`config.mk`:
```
export PLATFORM = sky130hd
export DESIGN_NAME = shake_squeeze
export DESIGN_NICKNAME = d
export VERILOG_FILES = /design/src/rtl/shake_squeeze.sv
export SDC_FILE = /design/constraint.sdc
export NUM_CORES = 2
export LEC_CHECK = 0
export ABC_AREA = 1
export CORE_AREA = 2 2 465 467
export DETAILED_ROUTE_END_ITERATION = 6
export DIE_AREA = 0 0 467 469
export GPL_TIMING_DRIVEN = 1
export HOLD_SLACK_MARGIN = 0.08
export RECOVER_POWER = 100
export SLEW_MARGIN = 20
export SYNTH_ARGS = -nofsm -noshare
export SYNTH_HDL_FRONTEND = slang
export SYNTH_SLANG_ARGS = --single-unit
```
`constraint.sdc`:
```
create_clock -name clk -period 4.78 [get_ports clk]
set_clock_uncertainty 0.05 [all_clocks]
set_input_delay 1.434 -clock clk [delete_from_list [all_inputs] [get_ports clk]]
set_output_delay 1.434 -clock clk [all_outputs]
set_load 0.01 [all_outputs]
```
`src/rtl/shake_squeeze.sv`:
```
// SHAKE256 squeeze stage: takes rate blocks from the permutation, emits them
// LSB-first as W-bit words, and asks for another permutation when a block runs out.
module shake_squeeze #(
  parameter int X     = 1088,
  parameter int W     = 64,
  parameter int LEN_W = 16
) (
  input  logic             clk,
  input  logic             rst,
  input  logic             start,
  input  logic [LEN_W-1:0] out_len,
  output logic             busy,
  input  logic [X-1:0]     blk_data,
  input  logic             blk_valid,
  output logic             blk_ready,
  output logic             perm_req,
  output logic [W-1:0]     dout,
  output logic             dout_valid,
  input  logic             dout_ready,
  output logic             dout_last,
  output logic             done
);

  localparam int WPB   = X / W;
  localparam int IDX_W = (WPB > 1) ? $clog2(WPB) : 1;

  if (X % W != 0) begin : g_bad_rate
    $error("shake_squeeze: X (%0d) must be a multiple of W (%0d)", X, W);
  end

  typedef enum logic [2:0] {
    IDLE,
    WAIT_BLK,
    EMIT,
    REQ,
    DONE
  } state_t;

  state_t             state, state_nx;
  logic [X-1:0]       blk_buf;
  logic [IDX_W-1:0]   idx;
  logic [LEN_W-1:0]   rem;
  logic [W-1:0]       words [WPB];

  logic               out_hs;
  logic               last_word;
  logic               block_end;

  always_comb begin
    for (int k = 0; k < WPB; k++) begin
      words[k] = blk_buf[k*W +: W];
    end
  end

  assign out_hs    = (state == EMIT) && dout_ready;
  assign last_word = (rem == LEN_W'(1));
  assign block_end = (idx == IDX_W'(WPB - 1));

  // NOTE: every output and next-state value gets a default before the case so
  // no path leaves a signal unassigned, which would infer a latch.
  always_comb begin
    state_nx   = state;
    busy       = (state != IDLE);
    blk_ready  = 1'b0;
    perm_req   = 1'b0;
    dout_valid = 1'b0;
    dout_last  = 1'b0;
    done       = 1'b0;
    unique case (state)
      IDLE: begin
        if (start) begin
          // The first block is the post-absorb permutation output, so no request here.
          state_nx = (out_len != '0) ? WAIT_BLK : DONE;
        end
      end
      WAIT_BLK: begin
        blk_ready = 1'b1;
        if (blk_valid) state_nx = EMIT;
      end
      EMIT: begin
        dout_valid = 1'b1;
        dout_last  = last_word;
        if (out_hs) begin
          // Job end wins over block end: an exact-boundary job requests nothing.
          if (last_word)      state_nx = DONE;
          else if (block_end) state_nx = REQ;
        end
      end
      REQ: begin
        perm_req = 1'b1;
        state_nx = WAIT_BLK;
      end
      DONE: begin
        done     = 1'b1;
        state_nx = IDLE;
      end
      default: state_nx = IDLE;
    endcase
  end

  assign dout = dout_valid ? words[idx] : '0;

  // NOTE: sequential state uses non-blocking assignments so every register
  // samples the pre-edge values regardless of statement order.
  always_ff @(posedge clk) begin
    if (rst) begin
      state   <= IDLE;
      blk_buf <= '0;
      idx     <= '0;
      rem     <= '0;
    end else begin
      state <= state_nx;
      unique case (state)
        IDLE: begin
          if (start && out_len != '0) rem <= out_len;
        end
        WAIT_BLK: begin
          if (blk_valid) begin
            blk_buf <= blk_data;
            idx     <= '0;
          end
        end
        EMIT: begin
          if (out_hs) begin
            rem <= rem - LEN_W'(1);
            idx <= block_end ? '0 : idx + IDX_W'(1);
          end
        end
        default: ;
      endcase
    end
  end

endmodule

```
==> results.md <==
* Static Leak at 0.02958 uW
* Worst-margin pin slew at 2.382 ns
* Vias in the first global route at 54,190
* CTS tree: yes
* Largest net degree at the start of global routing at 163
* Max-slew violation count at 1,080
* Routed WL per cell at 26.94 um
* RSZ-0062 raised after global routing: true
* Largest cells by area after synthesis: dfxtp_1 (44%), nand2_1 (11%), o21ai_0 (9.8%)
* Vias at 56,950
* Detail Placement HPWL at 243,000 um
* Maxcap violations at 13
* Initial antenna violation count at 142
* Yosys reg bits at 1,112
* Post-synth top cells: nand2_1 (1,510), dfxtp_1 (1,112), nor2_1 (1,092), o21ai_0 (1,001), inv_1 (861)
* Total power at 42,140 uW
* Final cell count without fillers at 11,730
* Gr ovfl total at 0
* # fillers at 22,990
* YS warnings at 0
* Clock root buffer: clkbuf_16
* Nets at 9,853
* Final hold vios at 0
* Asr flop ratio synth at 0%
* First DRT Iteration DRCs at 5,800
* Register area share after synthesis at 43.57%
* Syn-to-layout area delta at 42.41%
* GPL Wtd Cong at 0.9468
* Fin util at 34.04%
* Die area at 219,000 um^2
* Initial core utilization at 23.90%
* Critical Setup Path Class: reg -> out
* Fraction of layout cells with a size suffix above 1 at 8.894%
* Final setup margin at -0.04339 ns
* CP startpoint kind: register
* Dpl cells at 11,380
* PortBufs at 1,178
* Via/cell ratio at 4.856
* Crit path capture type: output port
* Worst min path class: reg -> reg
* Post-synth EDFFs at 0
* Row Count at 170
* Critical Path RT at 3.30 ns
* Cell Area, Synth at 51,100 um^2
* Cts bufs inserted at 134
* Top FF cell, synth: dfxtp_1
* Post-Syn Nets at 8,878
* Failing checks: capacitance limit, slew limit, setup timing
* Worst slew margin at -58.78%
* Area share of the largest cell type after synthesis at 43.57%
* Clk buf depth at 3
* Gr usage total at 27.50%
* Clock tree sinks at 1,112
* Unique masters post-synth at 31
* Shortest period the worst path allows at 4.823 ns
* CP arrival at 3.34 ns
* Peak supply drop at 0.0003810 V
* DRC viols at 0
* Worst-path clk slew at 0.07 ns
* Post-synth top area cell: dfxtp_1
* First-pass GRT wire length at 422,400 um
* DRT Pass-1 Iters at 6
* Die Y at 469 um
* Most numerous cell in the Yosys netlist: nand2_1
* Syn Area/Cell at 6.581 um^2
* Io pins at 1,179
* Cells after Synth at 7,765
* Die X at 467 um
* Clk_lat worst skew at 0.82 ns
* Final setup vio count at 3
* Worst-path fanout max at 20
* Core area at 213,800 um^2
* Antenna-violating nets left at 0
* Final worst path period share at 100.9%
* Aggregate negative setup slack at -0.07154 ns
* Outcome: finished, violations left
* FMAX at 207.3 MHz
* Setup WS pre-CTS at -0.02335 ns
* H-tree depth at 4
* Total Wirelength at 316,000 um
* Pwr Density at 579.1 nW/um^2
## per-layer routing
metal	GRT usage [%]	up-vias	part of all wire [%]
li1	-	26670	-
met1	35.17	26860	42
met2	44.37	2777	46
met3	4.815	604	7.3
met4	13.89	42	5.4
met5	0	-	0.077
## worst paths after layout
kind	start	to	cells past startpoint	slack, ns
worst max register to register	state[2]	idx[0]	8	0.62
worst min register to register	blk_buf[324]	blk_buf[324]	2	0.40
worst max-delay path	idx[0]	dout[59]	12	-0.04
worst min-delay path	blk_buf[324]	blk_buf[324]	2	0.40
## worst max-delay path, stage by stage, from the launching register on
cell,delay (ns)
dfxtp_4,0.50
buf_16,0.19
buf_4,0.14
buf_16,0.18
nor2_1,0.07
nor2_1,0.19
nand2_1,0.10
nand3_1,0.24
nand3_2,0.19
nand2_1,0.11
nand2_1,0.11
a21oi_1,0.16
dlygate4sd2_1,0.31
## flip-flops by register name (all words and copies together) (netlist names)
name and flops:
blk_buf 1088, idx 5, rem 16, state 3
## cells by family after synthesis
family | count (synthesis) | synth area share [%]
adders and majority gates | 4 | 0.09795
xor gates and xnor gates | 2 | 0.03429
buffers and inverters | 1463 | 11.76
muxes | 1 | 0.01959
DFF | 1112 | 43.57
and+or+nand+nor | 3169 | 24.79
AOI/OAI and AO/OA | 2014 | 19.74
## where the power goes
group	switching, uW	internal [uW]
logic	13400	6110
registers	938	11200
clock network	4510	6010
total	18800	23300
## timing repair
| action | 4_1_cts | 5_1_grt |
|---|---|---|
| hold buffers | 0 | 0 |
| gates resized for setup | 449 | 122 |
| endpoints found under the setup margin | 64 | 57 |
| pin swaps | 12 | 11 |
| setup buffers | 27 | 11 |
| cloned | 20 | 4 |
## area by class of cell
class / count / area [um^2] / area share (%)
antenna: 54 / 135.1 / 0.1857
timing repair buffer: 1430 / 14670 / 20.16
timing repair inverter: 2 / 17.52 / 0.02407
sequential: 1112 / 22280 / 30.61
inverter: 870 / 3311 / 4.550
clock inverter: 48 / 613.1 / 0.8425
tap: 2838 / 3551 / 4.880
clock buffer: 185 / 3777 / 5.191
multi-input combinational: 5190 / 24420 / 33.55
## placed cells by master (no fill, tap or decap), drive strengths merged, types with 7 or more instances in the layout
cell	count
clkdlybuf4s15	7
nand2	1514
dlygate4sd2	21
bufinv	8
buf	183
nand3	546
bufbuf	7
dlymetal6s2s	8
diode	54
clkdlybuf4s50	1107
o21ai	1164
nor2	1095
dlygate4sd3	7
inv	881
a21oi	848
clkinv	26
clkbuf	275
dfxtp	1112
## metrics by stage
stage	hold slack (ns)	instance area, um^2
2_1_floorplan	0.3792	51100
3_3_place_gp	0.3869	66020
3_5_place_dp	0.3929	66020
4_1_cts	0.4009	72720
5_1_grt	0.4115	72720
6_report	0.4010	72770
No activity file was read; power rests on OpenSTA's default activity.
